**src/rtl/instr_seq_encoder_if.sv**
```systemverilog
// Host command / instruction injection bundle for instr_seq_encoder.
// The master drives commands, flush and instr_ready; the slave is the encoder.
interface instr_seq_encoder_if;
    logic        cmd_valid;
    logic        cmd_ready;
    logic [1:0]  cmd_op;
    logic [4:0]  cmd_regno;
    logic [4:0]  cmd_addr_reg;
    logic [1:0]  cmd_size;
    logic        cmd_postinc;
    logic        flush;
    logic        instr_valid;
    logic        instr_ready;
    logic [31:0] instr;
    logic        cmd_done;
    logic        cmd_err;

    modport master (
        output cmd_valid, cmd_op, cmd_regno, cmd_addr_reg, cmd_size, cmd_postinc,
               flush, instr_ready,
        input  cmd_ready, instr_valid, instr, cmd_done, cmd_err
    );

    modport slave (
        input  cmd_valid, cmd_op, cmd_regno, cmd_addr_reg, cmd_size, cmd_postinc,
               flush, instr_ready,
        output cmd_ready, instr_valid, instr, cmd_done, cmd_err
    );
endinterface

```
**src/rtl/instr_seq_encoder.sv**
```systemverilog
// Encodes host debug commands (reg/mem read/write) into short RV64 instruction streams.
// Latency: first instr valid the cycle after accept, then 1 instr/cycle; done one cycle after last handshake.
// Backpressure: instr is held stable while instr_valid && !instr_ready; cmd_ready only in IDLE.
module instr_seq_encoder #(
    parameter logic [11:0] DATA_CSR    = 12'h7B2,
    parameter bit          TERM_EBREAK = 1'b0
) (
    input  logic                 clk,
    input  logic                 rst,
    instr_seq_encoder_if.slave   bus
);
    typedef enum logic [2:0] {IDLE, STEP_A, STEP_B, POSTINC, TERM} state_t;

    localparam logic [1:0]  OP_REG_READ = 2'd0;
    localparam logic [1:0]  OP_MEM_READ = 2'd2;
    localparam logic [1:0]  OP_MEM_WR   = 2'd3;
    localparam logic [31:0] EBREAK      = 32'h0010_0073;

    state_t      state;
    logic [1:0]  lat_op;
    logic [4:0]  lat_rd;
    logic [4:0]  lat_ra;
    logic [1:0]  lat_size;
    logic        lat_postinc;

    function automatic logic [31:0] enc(state_t st, logic [1:0] op, logic [4:0] rd,
                                        logic [4:0] ra, logic [1:0] sz);
        logic [31:0] csr_rd;
        logic [31:0] csr_wr;
        logic [31:0] ld;
        logic [31:0] st_w;
        logic [31:0] addi;
        csr_rd = {DATA_CSR, rd, 3'b001, 5'd0, 7'h73};
        csr_wr = {DATA_CSR, 5'd0, 3'b010, rd, 7'h73};
        ld     = {12'd0, ra, 1'b0, sz, rd, 7'h03};
        st_w   = {7'd0, rd, ra, 1'b0, sz, 5'd0, 7'h23};
        addi   = {12'd1 << sz, ra, 3'b000, ra, 7'h13};
        case (st)
            STEP_A:  enc = (op == OP_REG_READ) ? csr_rd : (op == OP_MEM_READ) ? ld : csr_wr;
            STEP_B:  enc = (op == OP_MEM_WR) ? st_w : csr_rd;
            POSTINC: enc = addi;
            TERM:    enc = EBREAK;
            default: enc = 32'd0;
        endcase
    endfunction

    function automatic state_t nxt(state_t st, logic [1:0] op, logic pi);
        state_t tail;
        tail = TERM_EBREAK ? TERM : IDLE;
        case (st)
            STEP_A:  nxt = op[1] ? STEP_B : tail;
            STEP_B:  nxt = pi ? POSTINC : tail;
            POSTINC: nxt = tail;
            default: nxt = IDLE;
        endcase
    endfunction

    logic   accept;
    logic   reject;
    state_t next_st;

    assign bus.cmd_ready = (state == IDLE);
    assign accept  = bus.cmd_valid && (state == IDLE) && !bus.flush;
    // Post-increment of x0 or of the data register would corrupt the transfer.
    assign reject  = bus.cmd_op[1] && bus.cmd_postinc &&
                     ((bus.cmd_addr_reg == bus.cmd_regno) || (bus.cmd_addr_reg == 5'd0));
    assign next_st = nxt(state, lat_op, lat_postinc);

    always_ff @(posedge clk) begin
        if (rst) begin
            state           <= IDLE;
            lat_op          <= 2'd0;
            lat_rd          <= 5'd0;
            lat_ra          <= 5'd0;
            lat_size        <= 2'd0;
            lat_postinc     <= 1'b0;
            bus.instr_valid <= 1'b0;
            bus.instr       <= 32'd0;
            bus.cmd_done    <= 1'b0;
            bus.cmd_err     <= 1'b0;
        end else begin
            bus.cmd_done <= 1'b0;
            bus.cmd_err  <= 1'b0;
            if (state == IDLE) begin
                if (accept) begin
                    lat_op      <= bus.cmd_op;
                    lat_rd      <= bus.cmd_regno;
                    lat_ra      <= bus.cmd_addr_reg;
                    lat_size    <= bus.cmd_size;
                    lat_postinc <= bus.cmd_postinc;
                    if (reject) begin
                        bus.cmd_done <= 1'b1;
                        bus.cmd_err  <= 1'b1;
                    end else begin
                        state           <= STEP_A;
                        bus.instr_valid <= 1'b1;
                        bus.instr       <= enc(STEP_A, bus.cmd_op, bus.cmd_regno,
                                               bus.cmd_addr_reg, bus.cmd_size);
                    end
                end
            end else if (bus.flush) begin
                state           <= IDLE;
                bus.instr_valid <= 1'b0;
            end else if (bus.instr_valid && bus.instr_ready) begin
                state <= next_st;
                if (next_st == IDLE) begin
                    bus.instr_valid <= 1'b0;
                    bus.cmd_done    <= 1'b1;
                end else begin
                    bus.instr <= enc(next_st, lat_op, lat_rd, lat_ra, lat_size);
                end
            end
        end
    end
endmodule
```
**src/flat_wrapper.sv**
```systemverilog
// flat-port wrapper written by rule: the top's interface ports become plain ports
module instr_seq_encoder_flat 
#(
    parameter logic [11:0] DATA_CSR    = 12'h7B2,
    parameter bit          TERM_EBREAK = 1'b0
)
  (clk, rst, bus_cmd_valid, bus_cmd_op, bus_cmd_regno, bus_cmd_addr_reg, bus_cmd_size, bus_cmd_postinc, bus_flush, bus_instr_ready, bus_cmd_ready, bus_instr_valid, bus_instr, bus_cmd_done, bus_cmd_err);
  instr_seq_encoder_if bus_i ();
  input  logic clk;
  input  logic rst;
  input wire logic [$bits(bus_i.cmd_valid)-1:0] bus_cmd_valid;
  input wire logic [$bits(bus_i.cmd_op)-1:0] bus_cmd_op;
  input wire logic [$bits(bus_i.cmd_regno)-1:0] bus_cmd_regno;
  input wire logic [$bits(bus_i.cmd_addr_reg)-1:0] bus_cmd_addr_reg;
  input wire logic [$bits(bus_i.cmd_size)-1:0] bus_cmd_size;
  input wire logic [$bits(bus_i.cmd_postinc)-1:0] bus_cmd_postinc;
  input wire logic [$bits(bus_i.flush)-1:0] bus_flush;
  input wire logic [$bits(bus_i.instr_ready)-1:0] bus_instr_ready;
  output wire logic [$bits(bus_i.cmd_ready)-1:0] bus_cmd_ready;
  output wire logic [$bits(bus_i.instr_valid)-1:0] bus_instr_valid;
  output wire logic [$bits(bus_i.instr)-1:0] bus_instr;
  output wire logic [$bits(bus_i.cmd_done)-1:0] bus_cmd_done;
  output wire logic [$bits(bus_i.cmd_err)-1:0] bus_cmd_err;
  assign bus_i.cmd_valid = bus_cmd_valid;
  assign bus_i.cmd_op = bus_cmd_op;
  assign bus_i.cmd_regno = bus_cmd_regno;
  assign bus_i.cmd_addr_reg = bus_cmd_addr_reg;
  assign bus_i.cmd_size = bus_cmd_size;
  assign bus_i.cmd_postinc = bus_cmd_postinc;
  assign bus_i.flush = bus_flush;
  assign bus_i.instr_ready = bus_instr_ready;
  assign bus_cmd_ready = bus_i.cmd_ready;
  assign bus_instr_valid = bus_i.instr_valid;
  assign bus_instr = bus_i.instr;
  assign bus_cmd_done = bus_i.cmd_done;
  assign bus_cmd_err = bus_i.cmd_err;
  instr_seq_encoder #(.DATA_CSR(DATA_CSR), .TERM_EBREAK(TERM_EBREAK)) u_core (.clk(clk), .rst(rst), .bus(bus_i));
endmodule
```
**config.mk**
```make
export PLATFORM = sky130hd
export DESIGN_NAME = instr_seq_encoder_flat
export DESIGN_NICKNAME = d
export VERILOG_FILES = /design/src/rtl/instr_seq_encoder_if.sv /design/src/rtl/instr_seq_encoder.sv /design/src/flat_wrapper.sv
export SDC_FILE = /design/constraint.sdc
export NUM_CORES = 1
export LEC_CHECK = 0
export ABC_AREA = 1
export ABC_CLOCK_PERIOD_IN_PS = 2400
export BUFFER_PORTS_ARGS = -buffer_cell sky130_fd_sc_hd__buf_4
export CAP_MARGIN = 20
export CORE_MARGIN = 5
export CORE_UTILIZATION = 42
export CTS_CLUSTER_SIZE = 30
export DETAILED_ROUTE_END_ITERATION = 8
export GPL_ROUTABILITY_DRIVEN = 0
export MAX_ROUTING_LAYER = met4
export PLACE_DENSITY = 0.72
export SLEW_MARGIN = 0
export SYNTH_ARGS = -nofsm -noshare
export SYNTH_HDL_FRONTEND = slang
export SYNTH_SLANG_ARGS = --single-unit
export TNS_END_PERCENT = 30
```
**constraint.sdc**
```tcl
create_clock -name clk -period 2.4 [get_ports clk]
set_input_delay 0.48 -clock clk [delete_from_list [all_inputs] [get_ports clk]]
set_output_delay 0.48 -clock clk [all_outputs]
set_load 0.03 [all_outputs]
```
Word level (Yosys, flattened, before mapping)
Index checks and enable logic that the tools add are counted.
- bits in registers: 53
- bits of input ports: 20
- output and inout bits: 36
- logic and storage cells: 78
- eq/ne operators: 14
- shift-type cells: 1
- mux-type cells: 32
- bitwise operators: 1
- reductions and logical operators: 20
- operators by type and width (cell ; count):
    2-to-1 mux 32 bit ; 8
    case mux 32 bit (4 select lines) ; 1
    2-to-1 mux 31 bit ; 3
    2-to-1 mux 3 bit ; 5
    2-to-1 mux 1 bit ; 12
    << shifter 1 x 2 -> 12 bit, first input constant ; 1
    == test 3 x 2 -> 1 bit, second input constant ; 3
    == test 2 bit, second input constant ; 3
    == test 3 x 1 -> 1 bit, second input constant ; 2
    logical NOT 3 bit ; 2
    case mux 3 bit (2 select lines) ; 1
    nonzero test 3 bit ; 2
    == test 5 bit ; 1
    logical AND 1 bit ; 5
    logical NOT 5 bit ; 1
    AND reduction 5 bit ; 1
    logical NOT 2 bit ; 2
    2-to-1 mux 2 bit ; 2
    inequality test 2 x 1 -> 1 bit, second input constant ; 2
    inequality test 2 bit, second input constant ; 2
    AND reduction 4 bit ; 1
    == test 3 bit, second input constant ; 1
    AND reduction 3 bit ; 1
    AND reduction 2 bit ; 1
    other kinds (5) ; 5

Depth between registers and ports, before layout
- depth after elaboration: 8
- mapped depth: 13
- gate-level depth less buffers: 12

Worst setup path after synthesis
OpenSTA, ideal clock, no wires.
- kind: flip-flop to flip-flop
- start point: register u_core.state[0]
- end point: register u_core.bus.instr[13]
- arrival time: 1.792 ns
- required time: 2.284 ns
- slack: 0.492 ns
- stages on the path, launching flop included: 11
- path buffers: 2
- clock period less this slack: 1.908 ns
- path through: dfxtp_1 -> inv_1 -> ha_1 -> buf_6 -> nor3_1 -> inv_1 -> a21oi_4 -> nand2_4 -> buf_6 -> o21ai_0 -> nor2_1
- elaborated cells between the ends (all ways): 22
- those cells by class: eq/ne (10); mux (6); reduce/logical (6)
- RTL lines (what ; RTL line ; text):
    start, declared ; instr_seq_encoder.sv:19 ; state_t state;
    start signal, assigned ; instr_seq_encoder.sv:105 ; state <= next_st;
    logical NOT 3 bit (*) ; - ;
    net bus_cmd_ready ; flat_wrapper.sv:19 ; output wire logic [$bits(bus_i.cmd_ready)-1:0] bus_cmd_ready;
    logical AND 1 bit (2 in series) ; instr_seq_encoder.sv:63 ; assign accept = bus.cmd_valid && (state == IDLE) && !bus.flush;
    inequality test 2 x 1 -> 1 bit (no source line) ; - ;
    AND reduction 5 bit (no source line) ; - ;
    end signal, assigned ; instr_seq_encoder.sv:97 ; bus.instr <= enc(STEP_A, bus.cmd_op, bus.cmd_regno,
    end signal, assigned ; instr_seq_encoder.sv:110 ; bus.instr <= enc(next_st, lat_op, lat_rd, lat_ra, lat_size);
    end, declared ; instr_seq_encoder_if.sv:27 ; output cmd_ready, instr_valid, instr, cmd_done, cmd_err
The timed path passes the listed nets; every way through them passes the cells marked *. The select of a mux whose other input is x is not followed.
A chain may end at the register's enable or synchronous reset.

Worst setup path after layout
- start point: register u_core.state[0]
- end point: register u_core.bus.instr[17]
- word-level cells in the longest chain between the ends: 8
- elaborated cells between the ends (all ways): 22
- those cells by class: eq/ne (10); mux (6); reduce/logical (6)
- RTL lines (what ; RTL line ; text):
    == test 3 x 2 -> 1 bit or == test 3 x 1 -> 1 bit (tied branches) ; instr_seq_encoder.sv:50 ; case (st)
    case mux 3 bit (2 select lines) ; instr_seq_encoder.sv:50 ;
    == test 3 bit, or another cell as far along ; instr_seq_encoder.sv:38 ; case (st)
    case mux 32 bit (4 select lines) ; instr_seq_encoder.sv:38 ;
    2-to-1 mux 32 bit ; instr_seq_encoder.sv:106 ; if (next_st == IDLE) begin
    2-to-1 mux 32 bit ; instr_seq_encoder.sv:104 ; end else if (bus.instr_valid && bus.instr_ready) begin
    2-to-1 mux 32 bit ; instr_seq_encoder.sv:101 ; end else if (bus.flush) begin
    2-to-1 mux 32 bit ; instr_seq_encoder.sv:84 ; if (state == IDLE) begin
Several ways; a longest one is shown, not always the timed one. The select of a mux whose other input is x is not followed.

==> run metrics <==
die area 7530 sq um; synthesized area per cell 6.23 sq um; Setup crit end kind register; clock root cell clkbuf_8; antenna violations before repair 0; Starting Density 42.6%; cell total after placement 505; height of the die 86.8 microns; setup TNS 0 ns; worst hold slack 0.372 ns; final hold vios 0; Clock Path Buffers 2; Post-CTS Setup Inserts 0; drt first pass iters 5; Layout Utilization 50.6%; # setup viols final 0; max-cap viol count 0; HPWL after detailed placement 5.15 mm; number of I/O port buffers 50; Reg2Reg Depth 10; I/O pins 56; final wirelength 6.67 mm; Critical Path RT 2.60 ns; worst min-delay path category input port to register; count leader, synth nand2_1; share of layout cells above drive strength 1 16.2%; pin count of the biggest net entering global routing 39; H-Tree Depth 2; Fillers 633; synth top area cells dfxtp_1, nand2_1, o21ai_0; Final #Nets 460; period utilization 82.9%; status completed; Max Slew Vio Count 0; P_leak 1.45 nW; total number of vias 2649; top_reg_cell synth dfxtp_1; Max Clock Freq 503 MHz; nature of the critical path startpoint register; vias in the first global route 2374; DR iter-0 viols 322; first-pass GRT wire length 10.9 mm; area leader, netlist dfxtp_1; Async SR Flop Fraction 0%; Routed WL per cell 13.0 microns; CTS sink count 41; share of the synthesized area in the top cell type 33.2%; DRC errors left 0; hold depth 2; # rows 28; crit path DAT 2.19 ns; Core ar. 5820 sq um; sequential-to-total area share from yosys stat 33.2%; Post-Route Skew 0.0115 ns; Clk Latency, worst-skew pair 0.30 ns; post-CTS sizing 0; Via density 5.16; number of synthesized flops with an enable pin 0; post-synth cell types 26; RSZ-0062 raised after global routing no; CTS Buf Count 5; Die W 86.8 microns; CTS tree done; critical path peak fanout 9; Yosys reg bits 41; Final min period 1.99 ns; # diodes 0; pwr dens 1110 nW/um^2; hold_buf cts 0; Clock transition at path regs 0.08 ns; most frequent cells after synthesis nand2_1, nor2_1, o21ai_0; grt ovf 0; cells after synthesis 397; Syn Std Cell Area 2470 sq um; Peak VDD IR 0.000493 V; ANT nets after route 0; type of the worst setup path register to register; Synth-to-Final Area Change 19.0%; Finished Layout Cells 513; YS warnings 0; Global Route Usage Sum 18.8%
==> kinds of logic after synthesis <==
kind of cell / count (synthesis) / synth area share [%]
xor+xnor: 1 / 0.354
flops: 41 / 33.2
simple gates: 191 / 31.9
other cells: 1 / 0.152
buf+inv: 73 / 14.3
fa+ha+maj: 3 / 1.52
compound gates: 87 / 18.6
==> area by class of cell <==
class                   instances  area [sq um]  area share, %
well taps                      75          93.8           3.19
multi-input cells             287          1320           44.7
inverters                      46           178           6.03
clock buffers                   7          86.3           2.93
repair buffers                 56           420           14.3
flip-flops and latches         41           821           27.9
clock inverters                 1          30.0           1.02
==> cell usage in the layout, fill, tap and decap left out, drive strengths merged, types with 5 or more instances in the layout <==
| cell type | n |
|---|---|
| nand2 | 93 |
| nor2 | 63 |
| buf | 56 |
| o21ai | 54 |
| inv | 44 |
| dfxtp | 41 |
| nand3 | 27 |
| a21oi | 26 |
| clkbuf | 7 |
| nand4 | 5 |
| conb | 5 |
==> per-layer routing <==
metal | vias up | wire length (microns) | global-route usage (%)
li1 | 1334 | - | -
met1 | 1180 | 2990 | 23.8
met2 | 119 | 2980 | 29.0
met3 | 16 | 532 | 3.99
met4 | 0 | 163 | 7.93
met5 | - | 0 | -
==> worst paths after layout <==
check	slack, ns	endpoint	start
worst min register to register	0.48	u_core.bus.instr[8]	u_core.bus.instr[8]
worst max register to register	0.41	u_core.bus.instr[17]	u_core.state[0]
worst max-delay path	0.41	u_core.bus.instr[17]	u_core.state[0]
worst min-delay path	0.37	u_core.bus.instr[1]	rst
==> worst max-delay path, cell delays in order, from the launching register on <==
cell	delay, ns
dfxtp_1	0.35
inv_1	0.08
ha_1	0.34
nand4_1	0.18
clkinv_1	0.28
nand2_1	0.14
nand3_1	0.07
a21oi_1	0.24
nand3_1	0.11
nand2_1	0.07
nor2_1	0.04
==> per-stage QoR <==
step	power, mW	setup slack (ns)	cell area [sq um]
final	3.28	0.411	2940
after global routing	3.53	0.278	2940
after CTS	3.29	0.435	2940
after detailed placement	2.70	0.461	2830
after global placement	2.68	0.491	2830
after floorplan	2.27	0.492	2490
==> report_power, final <==
| part | internal [mW] | switching (mW) |
|---|---|---|
| clock network | 0.339 | 0.241 |
| registers | 0.855 | 0.123 |
| logic | 0.566 | 1.16 |
==> state kept, by name, indices dropped and copies added (netlist names), 2 cells and up <==
signal and flops:
u_core.lat_op 2, u_core.state 2, u_core.lat_size 2, u_core.lat_ra 5, u_core.lat_rd 5, u_core.bus.instr 21
No activity file was read; power rests on OpenSTA's default activity.
